===== src/rtl/load_store_unit.sv =====
// Memory stage after the ALU: sequences one load/store over a req/ack data port,
// steers store byte lanes, extracts/extends load data, and flags misalignment and timeouts.
module load_store_unit #(
   parameter int unsigned DATA_WIDTH     = 32,
   parameter int unsigned TIMEOUT_CYCLES = 16
) (
   input  logic                    clk,
   input  logic                    rst_n,
   input  logic                    req_valid,
   output logic                    req_ready,
   input  logic                    req_load,
   input  logic                    req_store,
   input  logic [1:0]              req_size,
   input  logic                    req_unsigned,
   input  logic [31:0]             addr,
   input  logic [DATA_WIDTH-1:0]   wdata,
   input  logic [4:0]              rd_addr,
   output logic                    stall,
   output logic                    mem_req,
   output logic                    mem_we,
   output logic [31:0]             mem_addr,
   output logic [3:0]              mem_wstrb,
   output logic [DATA_WIDTH-1:0]   mem_wdata,
   input  logic                    mem_ack,
   input  logic [DATA_WIDTH-1:0]   mem_rdata,
   output logic                    resp_valid,
   output logic [DATA_WIDTH-1:0]   resp_rdata,
   output logic [4:0]              resp_rd_addr,
   output logic                    misaligned,
   output logic                    bus_error
);

   typedef enum logic [1:0] {IDLE, ACCESS, RESP} state_t;

   localparam int unsigned CW = (TIMEOUT_CYCLES > 1) ? $clog2(TIMEOUT_CYCLES) : 1;
   localparam logic [CW-1:0] CNT_LAST = (TIMEOUT_CYCLES == 0) ? '0 : CW'(TIMEOUT_CYCLES - 1);

   state_t state, state_nxt;

   logic [CW-1:0]         cnt;
   logic [1:0]            size_q;
   logic [1:0]            off_q;
   logic                  uns_q;
   logic [4:0]            rd_q;

   logic                  aligned;
   logic                  take;
   logic                  start;
   logic                  timeout_hit;
   logic [3:0]            strb;
   logic [DATA_WIDTH-1:0] wlanes;
   logic [DATA_WIDTH-1:0] sh;
   logic [DATA_WIDTH-1:0] ext;

   // Request qualification: any valid op is consumed in IDLE, only aligned ones reach memory
   always_comb begin
      aligned = 1'b1;
      if (req_size[1])
         aligned = (addr[1:0] == 2'b00);
      else if (req_size[0])
         aligned = ~addr[0];
      take        = (state == IDLE) && req_valid && (req_load || req_store);
      start       = take && aligned;
      timeout_hit = (TIMEOUT_CYCLES != 0) && (cnt == CNT_LAST);
   end

   always_comb begin
      strb   = 4'b1111;
      wlanes = wdata;
      case (req_size)
         2'b00: begin
            strb   = 4'b0001 << addr[1:0];
            wlanes = {4{wdata[7:0]}};
         end
         2'b01: begin
            strb   = 4'b0011 << addr[1:0];
            wlanes = {2{wdata[15:0]}};
         end
         default: ;
      endcase
   end

   always_comb begin
      sh  = mem_rdata >> {off_q, 3'b000};
      ext = mem_rdata;
      case (size_q)
         2'b00: ext = uns_q ? {{(DATA_WIDTH-8){1'b0}}, sh[7:0]}
                            : {{(DATA_WIDTH-8){sh[7]}}, sh[7:0]};
         2'b01: ext = uns_q ? {{(DATA_WIDTH-16){1'b0}}, sh[15:0]}
                            : {{(DATA_WIDTH-16){sh[15]}}, sh[15:0]};
         default: ;
      endcase
   end

   always_ff @(posedge clk or negedge rst_n) begin
      if (!rst_n)
         state <= IDLE;
      else
         state <= state_nxt;
   end

   always_comb begin
      state_nxt = state;
      case (state)
         IDLE:    if (start) state_nxt = ACCESS;
         ACCESS: begin
            if (mem_ack)
               state_nxt = mem_we ? IDLE : RESP;
            else if (timeout_hit)
               state_nxt = IDLE;
         end
         RESP:    state_nxt = IDLE;
         default: state_nxt = IDLE;
      endcase
   end

   always_comb begin
      req_ready  = (state == IDLE);
      mem_req    = (state == ACCESS);
      resp_valid = (state == RESP);
      stall      = req_valid && !req_ready;
   end

   always_ff @(posedge clk or negedge rst_n) begin
      if (!rst_n) begin
         cnt          <= '0;
         size_q       <= '0;
         off_q        <= '0;
         uns_q        <= 1'b0;
         rd_q         <= '0;
         mem_we       <= 1'b0;
         mem_addr     <= '0;
         mem_wstrb    <= '0;
         mem_wdata    <= '0;
         resp_rdata   <= '0;
         resp_rd_addr <= '0;
         misaligned   <= 1'b0;
         bus_error    <= 1'b0;
      end else begin
         misaligned <= take && !aligned;
         bus_error  <= (state == ACCESS) && !mem_ack && timeout_hit;
         if (start) begin
            cnt       <= '0;
            size_q    <= req_size;
            off_q     <= addr[1:0];
            uns_q     <= req_unsigned;
            rd_q      <= rd_addr;
            mem_we    <= req_store;
            mem_addr  <= {addr[31:2], 2'b00};
            mem_wstrb <= req_store ? strb : 4'b0000;
            mem_wdata <= req_store ? wlanes : '0;
         end
         if (state == ACCESS) begin
            cnt <= cnt + 1'b1;
            if (mem_ack && !mem_we) begin
               resp_rdata   <= ext;
               resp_rd_addr <= rd_q;
            end
         end
      end
   end

endmodule


===== config.mk =====
export PLATFORM = sky130hd
export DESIGN_NAME = load_store_unit
export DESIGN_NICKNAME = d
export VERILOG_FILES = /design/src/rtl/load_store_unit.sv
export SDC_FILE = /design/constraint.sdc
export NUM_CORES = 1
export LEC_CHECK = 0
export BUFFER_PORTS_ARGS = -buffer_cell sky130_fd_sc_hd__buf_2
export CAP_MARGIN = 20
export CORE_MARGIN = 10
export CORE_UTILIZATION = 49
export CTS_BUF_LIST = sky130_fd_sc_hd__clkbuf_16
export DETAILED_ROUTE_END_ITERATION = 7
export PLACE_DENSITY = 0.8
export SLEW_MARGIN = 15
export SYNTH_ARGS = -nofsm -noshare
export SYNTH_HDL_FRONTEND = slang
export SYNTH_SLANG_ARGS = --single-unit

===== constraint.sdc =====
create_clock -name clk -period 2.2 [get_ports clk]
set_clock_uncertainty 0.1 [all_clocks]
set_input_delay 0.33 -clock clk [delete_from_list [all_inputs] [get_ports clk]]
set_output_delay 0.33 -clock clk [all_outputs]
set_load 0.05 [all_outputs]

* Word-level counts from Yosys, hierarchy flattened
Index checks and enable logic that the tools add are counted.
Storage, ports and cells: flip-flop bits (word level) 122, bits of input ports 110, logic and storage cells 62
Operators by class: $add $sub $neg 1, eq/ne operators 7, shift operators 3, multiplexer cells 16, bitwise logic cells 1, reductions and logical operators 20
Operators with widths (count):
- $pmux W32 S2 | 2
- $mux W32 | 3
- $shr A32 B5 Y16 | 1
- $mux W4 | 3
- $logic_and A1 B1 Y1 | 8
- $logic_not A2 Y1 | 4
- $mux W2 | 4
- $pmux W4 S2 | 1
- $eq A2 B1 Y1 const B | 3
- $add A4 B1 Y4 const B | 1
- $eq A4 B4 Y1 const B | 1
- $logic_not A1 Y1 | 4
- $pmux W2 S2 | 1
- $reduce_and A2 Y1 | 2
- $shl A1 B2 Y4 const A | 1
- $shl A2 B2 Y4 const A | 1
- $ne A3 B1 Y1 const B | 1
- $eq A2 B2 Y1 const B | 1
- $mux W1 | 2
- $ne A2 B1 Y1 const B | 1
- $reduce_bool A2 Y1 | 1
- $logic_or A1 B1 Y1 | 1
- $not A1 Y1 | 1

* Longest topological paths before layout
Gate-level depths: netlist of run 1.
depth in word-level cells 6, depth in mapped cells 7, gate-level depth less buffers 5

* Worst setup path before layout of run 1
Ideal clock, no wire load.
path kind reg2reg, from register state[0], to register mem_wdata[24], setup time 0.133 ns, arrival time 2.014 ns, data required time 1.967 ns, setup slack -0.047 ns, stages on the path, launching flop included 7, path through dfrtp_1 nor2_1 o211ai_2 buf_2 buf_2 nand2_1 o21ai_0
On the way: word-level cells in the longest chain between the ends 4
RTL lines:
- start, declared | RTL line 38 | state_t state, state_nxt;
- start signal, assigned | RTL line 99 | state <= state_nxt;
- $logic_not A2 Y1
- named net req_ready | RTL line 10 | output logic req_ready,
- $logic_and A1 B1 Y1 (2 in series) | RTL line 62 | take = (state == IDLE) && req_valid && (req_load || req_store);
- $logic_and A1 B1 Y1 | RTL line 63 | start = take && aligned;
- end signal, assigned | RTL line 151 | mem_wdata <= req_store ? wlanes : '0;
- end, declared | RTL line 23 | output logic [DATA_WIDTH-1:0] mem_wdata,
The timed path passes the listed nets, and every way through them passes these cells. A chain may end at the register's enable or synchronous reset.

* Worst setup path in the final report of run 1
from register state[1], to output port mem_req
On the way: word-level cells in the longest chain between the ends 1
RTL lines:
- $eq A2 B1 Y1 | RTL line 119 | mem_req = (state == ACCESS);
- end, declared | RTL line 19 | output logic mem_req,
Every way passes these cells.

==> impl_metrics.py, run 1 <==
metrics = {
    "run_status": {
        "status": "finished, final reports clean",
    },
    "cells_and_area": {
        "fillers": 913,
        "nets": 880,
        "instances_no_fill": 926,
        "final_cell_mix": "buf_2 (218), dfrtp_1 (122), nand2_1 (112)",
        "drive_gt1_share_pct": 39.8,
        "area_growth_pct": 32.9,
        "layout_commonest_cell": "buf_2",
        "post-route-util_pct": 66.1,
    },
    "place": {
        "dp_cells": 891,
        "place.gp.congestion": 0.843,
        "preCtsSetupSlack_ns": 0.257,
        "portBuffers": 219,
        "dp_hpwl_mm": 13.0,
    },
    "drt": {
        "ant_nets": 0,
        "dr_total_vias": 4917,
        "drc": 0,
        "post_drt_wl_per_cell_microns": 18.4,
        "wl_mm": 17.0,
        "drt_iter0_markers": 516,
        "firstDrtPassIters": 5,
        "routed_via_density": 5.31,
    },
    "min_path": {
        "hold_class": "input pin to flop",
        "worst_hold_path.endpoint": "mem_addr[5]$_DFFE_PN0P_",
        "hold_depth": 2,
        "holdCritStartpoint": "addr[5]",
    },
    "clock_network": {
        "cts-root-buf": "clkbuf_16",
        "clk_pin_slew_ns": 0.06,
        "cts_made_buffers": 17,
        "cts.repair.resized": 0,
        "postCtsSetupRepairBufs": 0,
        "hold_buffers": 2,
        "htreeDepth": 4,
        "cts_max_path_buffers": 2,
        "cts_tree": "yes",
        "cts.sinks": 122,
        "clock_latency_ns": 0.41,
    },
    "logic_synthesis": {
        "synth_cell_types": 38,
        "synth_top_area_cell": "dfrtp_1",
        "ys_seq_area_share_pct": 54.0,
        "synth_area_per_cell_sq_um": 10.2,
        "synth_area_sq_um": 5650,
        "yosysTopAreaCellShare_pct": 54.0,
        "synth.area.top_cells": "dfrtp_1 (54%), mux2_2 (8.0%), nand2_1 (7.4%), mux2i_1 (6.0%), o21ai_0 (5.5%)",
        "ys_warn_count": 0,
        "syn_inst": 553,
        "ys_seq_elements": 122,
    },
    "setup_path": {
        "worst-path-max-fanout": 10,
        "worstReg2RegEnd": "resp_rdata[13]$_DFFE_PN0P_",
        "ff2ff_path_depth": 4,
        "crit_type": "flop to output port",
        "critPathLaunchType": "flop",
        "end_kind": "output port",
        "r2r_setup_slack_ns": 0.25,
        "r2r-start": "off_q[1]$_DFFE_PN0P_",
        "crit_required_ns": 1.77,
        "worstPathArrival_ns": 1.54,
    },
    "job": {
        "max_cap_violations": 0,
    },
    "global_routing": {
        "grt_usage_pct": 20.9,
        "grt_max_degree": 58,
        "gr-total-overflow": 0,
        "grt_pass1_vias": 5314,
        "grt_antenna_before_repair": 1,
        "grt_pass1_wl_mm": 27.2,
    },
    "power": {
        "totalPowerFinal_w": 0.0110,
        "p_leak_nw": 3.85,
        "power_density_nw_per_um2": 1460,
        "ir_drop_mv": 1.13,
    },
    "floorplan": {
        "die_h_microns": 127,
        "core_sq_um": 11400,
        "std_cell_rows": 39,
        "die_width_microns": 127,
        "die-area_sq_um": 16200,
        "initial_core_util_pct": 49.7,
        "pin_count": 222,
    },
    "timing": {
        "max_freq_ghz": 0.508,
        "final.setup.worst_slack_ns": 0.230,
        "setup_tns_ns": 0,
        "setup_viol": 0,
        "final_max_slew_viol_count": 0,
        "timing.slew.headroom_pct": 57.3,
        "finalCritPeriodShare_pct": 89.5,
        "tightest_slew_ns": 0.640,
        "final_hold_viol_count": 0,
        "finalCriticalPeriod_ns": 1.97,
        "rsz0062_at_grt": "no",
    },
}
==> area by class of cell <==
cell class / instances / area [sq um] / area share (%)
timing repair buffer: 238 / 1300 / 17.3
clock inverter: 14 / 135 / 1.80
clock buffer: 17 / 425 / 5.66
inverter: 4 / 15.0 / 0.200
tap: 143 / 179 / 2.38
antenna: 2 / 5.00 / 0.0666
multi-input combinational: 386 / 2400 / 32.0
sequential: 122 / 3050 / 40.7
==> critical path, stage by stage (launching register included) <==
cell	delay, ns
dfrtp_1	0.41
nand2b_1	0.30
inv_1	0.15
buf_2	0.28
==> cells by family after synthesis <==
kind of cell	Yosys count	synth area share [%]
DFF	122	54.0
buffers and inverters	46	3.74
AOI/OAI and AO/OA	110	11.5
and+or+nand+nor	195	15.5
other	1	0.0664
xor gates and xnor gates	2	0.310
adders and majority gates	1	0.221
muxes	76	14.7
==> worst max path at each step <==
stage | cells past startpoint | startpoint | endpoint | slack, ns
3_5_place_dp | 4 | off_q[1]$_DFFE_PN0P_ | resp_rdata[13]$_DFFE_PN0P_ | 0.26
2_1_floorplan | 6 | state[1]$_DFFE_PN0P_ | mem_wdata[24]$_DFFE_PN0P_ | 0.27
6_report | 3 | state[1]$_DFFE_PN0P_ | mem_req | 0.23
3_3_place_gp | 4 | off_q[1]$_DFFE_PN0P_ | resp_rdata[12]$_DFFE_PN0P_ | 0.35
4_1_cts | 3 | state[1]$_DFFE_PN0P_ | mem_req | 0.23
5_1_grt | 5 | off_q[0]$_DFFE_PN0P_ | resp_rdata[13]$_DFFE_PN0P_ | 0.15
==> per-layer routing <==
metal	up-vias	GRT usage, %	wire, microns	share of wire (%)
met2	241	34.5	8340	49
li1	2342	-	-	-
met4	0	7.70	331	1.9
met3	24	9.22	1770	10
met1	2310	23.4	6550	39
met5	-	0	0	0
==> cells in the mapped netlist <==
master       n
nor2_2       1
dfrtp_1    122
o2bb2ai_1    1
o21ai_0     62
mux2i_1     34
nand3_1     36
o211ai_2     1
xor2_1       1
buf_4        2
mux2_4       1
a21oi_1     18
mux4_2       1
mux2_2      40
buf_6        2
or3_1        1
nor2b_1      6
a21o_1       7
nand4bb_1    1
nor3_2       1
o31ai_4      1
and3_1       3
o21a_1       1
clkinv_1     2
buf_1        3
nand2b_1     8
nand2_1    112
nand3b_1     7
conb_1       1
clkbuf_1    22
nor3_1       3
ha_1         1
o31ai_1     18
inv_1        2
nor3b_1      2
nor2_1      14
buf_2       13
a32o_1       1
xnor2_1      1
==> stage by stage <==
step                hold WS, ns  area, sq um
floorplan               -0.0656         5660
global placement          0.208         6920
detailed placement        0.219         6920
CTS                      0.0314         7500
global route             0.0356         7500
finish                   0.0471         7510
==> power breakdown <==
group | switching, W | leakage [nW] | internal [W]
clock network | 0.000991 | 0.275 | 0.00164
logic | 0.00362 | 2.05 | 0.00123
registers | 0.000471 | 1.52 | 0.00300
total | 0.00509 | 3.85 | 0.00587
==> flip-flops by register name, summed over array words and instances, names as in the netlist <==
| register | count |
|---|---|
| resp_rdata | 32 |
| resp_rd_addr | 5 |
| uns_q | 1 |
| mem_wstrb | 4 |
| bus_error | 1 |
| off_q | 2 |
| size_q | 2 |
| rd_q | 5 |
| cnt | 4 |
| mem_wdata | 32 |
| state | 2 |
| misaligned | 1 |
| mem_addr | 30 |
| mem_we | 1 |
(Power assumes the default switching activity.)
==> inputs of run 2 (changes only) <==
SETUP_SLACK_MARGIN = 0.5   (was unset)
==> run 2 against run 1 <==
Core utilization rose by 1.9 points. Worst setup slack gained 0.24 ns. Die area unchanged. Flip-flop and latch count stayed put. Clock power about the same.
==> impl_metrics.py, run 2 (same netlist as run 1, synthesis figures left out) <==
metrics = {
    "global_routing": {
        "grt_pass1_vias": 5424,
        "grt_antenna_before_repair": 0,
        "grt_usage_pct": 21.2,
        "grt_pass1_wl_mm": 27.5,
        "gr-total-overflow": 0,
        "grt_max_degree": 89,
    },
    "drt": {
        "ant_nets": 0,
        "wl_mm": 17.8,
        "routed_via_density": 5.43,
        "post_drt_wl_per_cell_microns": 19.1,
        "drc": 0,
        "firstDrtPassIters": 5,
        "drt_iter0_markers": 377,
        "dr_total_vias": 5070,
    },
    "clock_network": {
        "cts_made_buffers": 17,
        "cts_tree": "yes",
        "clk_pin_slew_ns": 0.06,
        "htreeDepth": 4,
        "cts_max_path_buffers": 2,
        "clock_latency_ns": 0.41,
        "cts.sinks": 122,
        "cts-root-buf": "clkbuf_16",
    },
    "power": {
        "ir_drop_mv": 1.06,
        "pwr-share-clk_pct": 23.8,
        "p_int_w": 0.00588,
        "seqPwrFrac_pct": 31.2,
        "combPwrFrac_pct": 45.0,
        "p_sw_share_pct": 47.2,
        "p_leak_nw": 3.95,
        "switchingPower_w": 0.00525,
        "power_density_nw_per_um2": 1440,
    },
    "cells_and_area": {
        "reg.largest.list": "mem_wdata (32), resp_rdata (32), mem_addr (30)",
        "drive_gt1_share_pct": 43.9,
        "layout_commonest_cell": "buf_2",
        "diodes": 0,
        "regArea_sq_um": 3060,
        "area_growth_pct": 36.6,
        "nets": 888,
        "post-route-util_pct": 67.9,
        "fillers": 875,
        "multi_input_area_sq_um": 2490,
        "final_cell_mix": "buf_2 (214), dfrtp_1 (116), nand2_1 (112)",
    },
    "setup_path": {
        "worst-path-max-fanout": 8,
        "critPathLaunchType": "flop",
        "crit_type": "flop to flop",
        "worstPathArrival_ns": 1.92,
        "crit_required_ns": 2.39,
        "end_kind": "flop",
    },
    "job": {
        "max_cap_violations": 0,
    },
    "floorplan": {
        "die-area_sq_um": 16200,
        "initial_core_util_pct": 49.7,
        "die_h_microns": 127,
        "die_width_microns": 127,
        "pin_count": 222,
        "core_sq_um": 11400,
        "std_cell_rows": 39,
    },
    "timing": {
        "finalCriticalPeriod_ns": 1.73,
        "finalCritPeriodShare_pct": 78.5,
        "setup_tns_ns": 0,
        "timing.slew.headroom_pct": 58.5,
        "rsz0062_at_grt": "yes",
        "final_hold_viol_count": 0,
        "setup_viol": 0,
        "max_freq_ghz": 0.579,
        "tightest_slew_ns": 0.623,
        "final_max_slew_viol_count": 0,
    },
    "run_status": {
        "status": "finished, final reports clean",
    },
    "min_path": {
        "hold_class": "input pin to flop",
    },
    "place": {
        "dp_hpwl_mm": 13.2,
        "portBuffers": 219,
        "place.gp.congestion": 0.929,
    },
}
run 2: area by class of cell:
class / count / area share (%)
clock inverter: 15 / 1.81
multi-input combinational: 386 / 32.3
clock buffer: 17 / 5.51
timing repair buffer: 246 / 18.2
inverter: 4 / 0.227
tap: 143 / 2.32
sequential: 122 / 39.6
run 2: final timing paths:
path	start	to	slack [ns]	cells past startpoint
hold / removal	addr[27]	mem_addr[27]$_DFFE_PN0P_	0.04	2
min in group asynchronous	rst_n	resp_rdata[22]$_DFFE_PN0P_	0.36	2
hold reg to reg	mem_wdata[10]$_DFFE_PN0P_	mem_wdata[10]$_DFFE_PN0P_	0.37	2
max in group asynchronous	rst_n	resp_rd_addr[1]$_DFFE_PN0P_	0.95	3
setup / recovery	off_q[1]$_DFFE_PN0P_	resp_rdata[16]$_DFFE_PN0P_	0.47	5
setup reg to reg	off_q[1]$_DFFE_PN0P_	resp_rdata[16]$_DFFE_PN0P_	0.47	5
run 2: worst max-delay path, cell delays in order, from the launching register on:
cell	delay, ns
dfrtp_2	0.45
mux2_4	0.33
a32o_2	0.24
o31ai_4	0.22
buf_6	0.19
nand3_2	0.07
run 2: metal layers:
layer / vias up / GRT usage, % / wire [microns]
met1: 2438 / 22.7 / 6620
met2: 230 / 35.3 / 8880
met3: 31 / 9.47 / 1820
li1: 2371 / - / -
met4: 0 / 9.65 / 484
met5: - / 0 / 0
run 2: stage by stage:
step	std cells	setup slack [ns]	power (W)	hold WS (ns)	cell area, sq um
after detailed placement	891	0.283	0.00840	0.282	6920
after global placement	891	0.385	0.00826	0.270	6920
after CTS	930	0.439	0.0111	0.0215	7600
after floorplan	554	0.467	0.00705	-0.0656	5670
final	933	0.473	0.0111	0.0434	7720
after global routing	933	0.419	0.0117	0.0301	7720
run 2: power groups by stage:
stage	clock [W]	sequential, W	combinational [W]
floorplan	0	0.00573	0.00132
global placement	0	0.00344	0.00482
detailed placement	0	0.00349	0.00491
CTS	0.00270	0.00347	0.00497
global route	0.00280	0.00357	0.00531
finish	0.00265	0.00348	0.00501
run 2: what timing repair did:
item	in CTS	in global routing
resized for setup	16	26
gates cloned	0	3
pin swaps	2	2
setup buffers	4	0
endpoints found under the hold margin	41	0
hold buffers	3	0
endpoints found under the setup margin	32	80
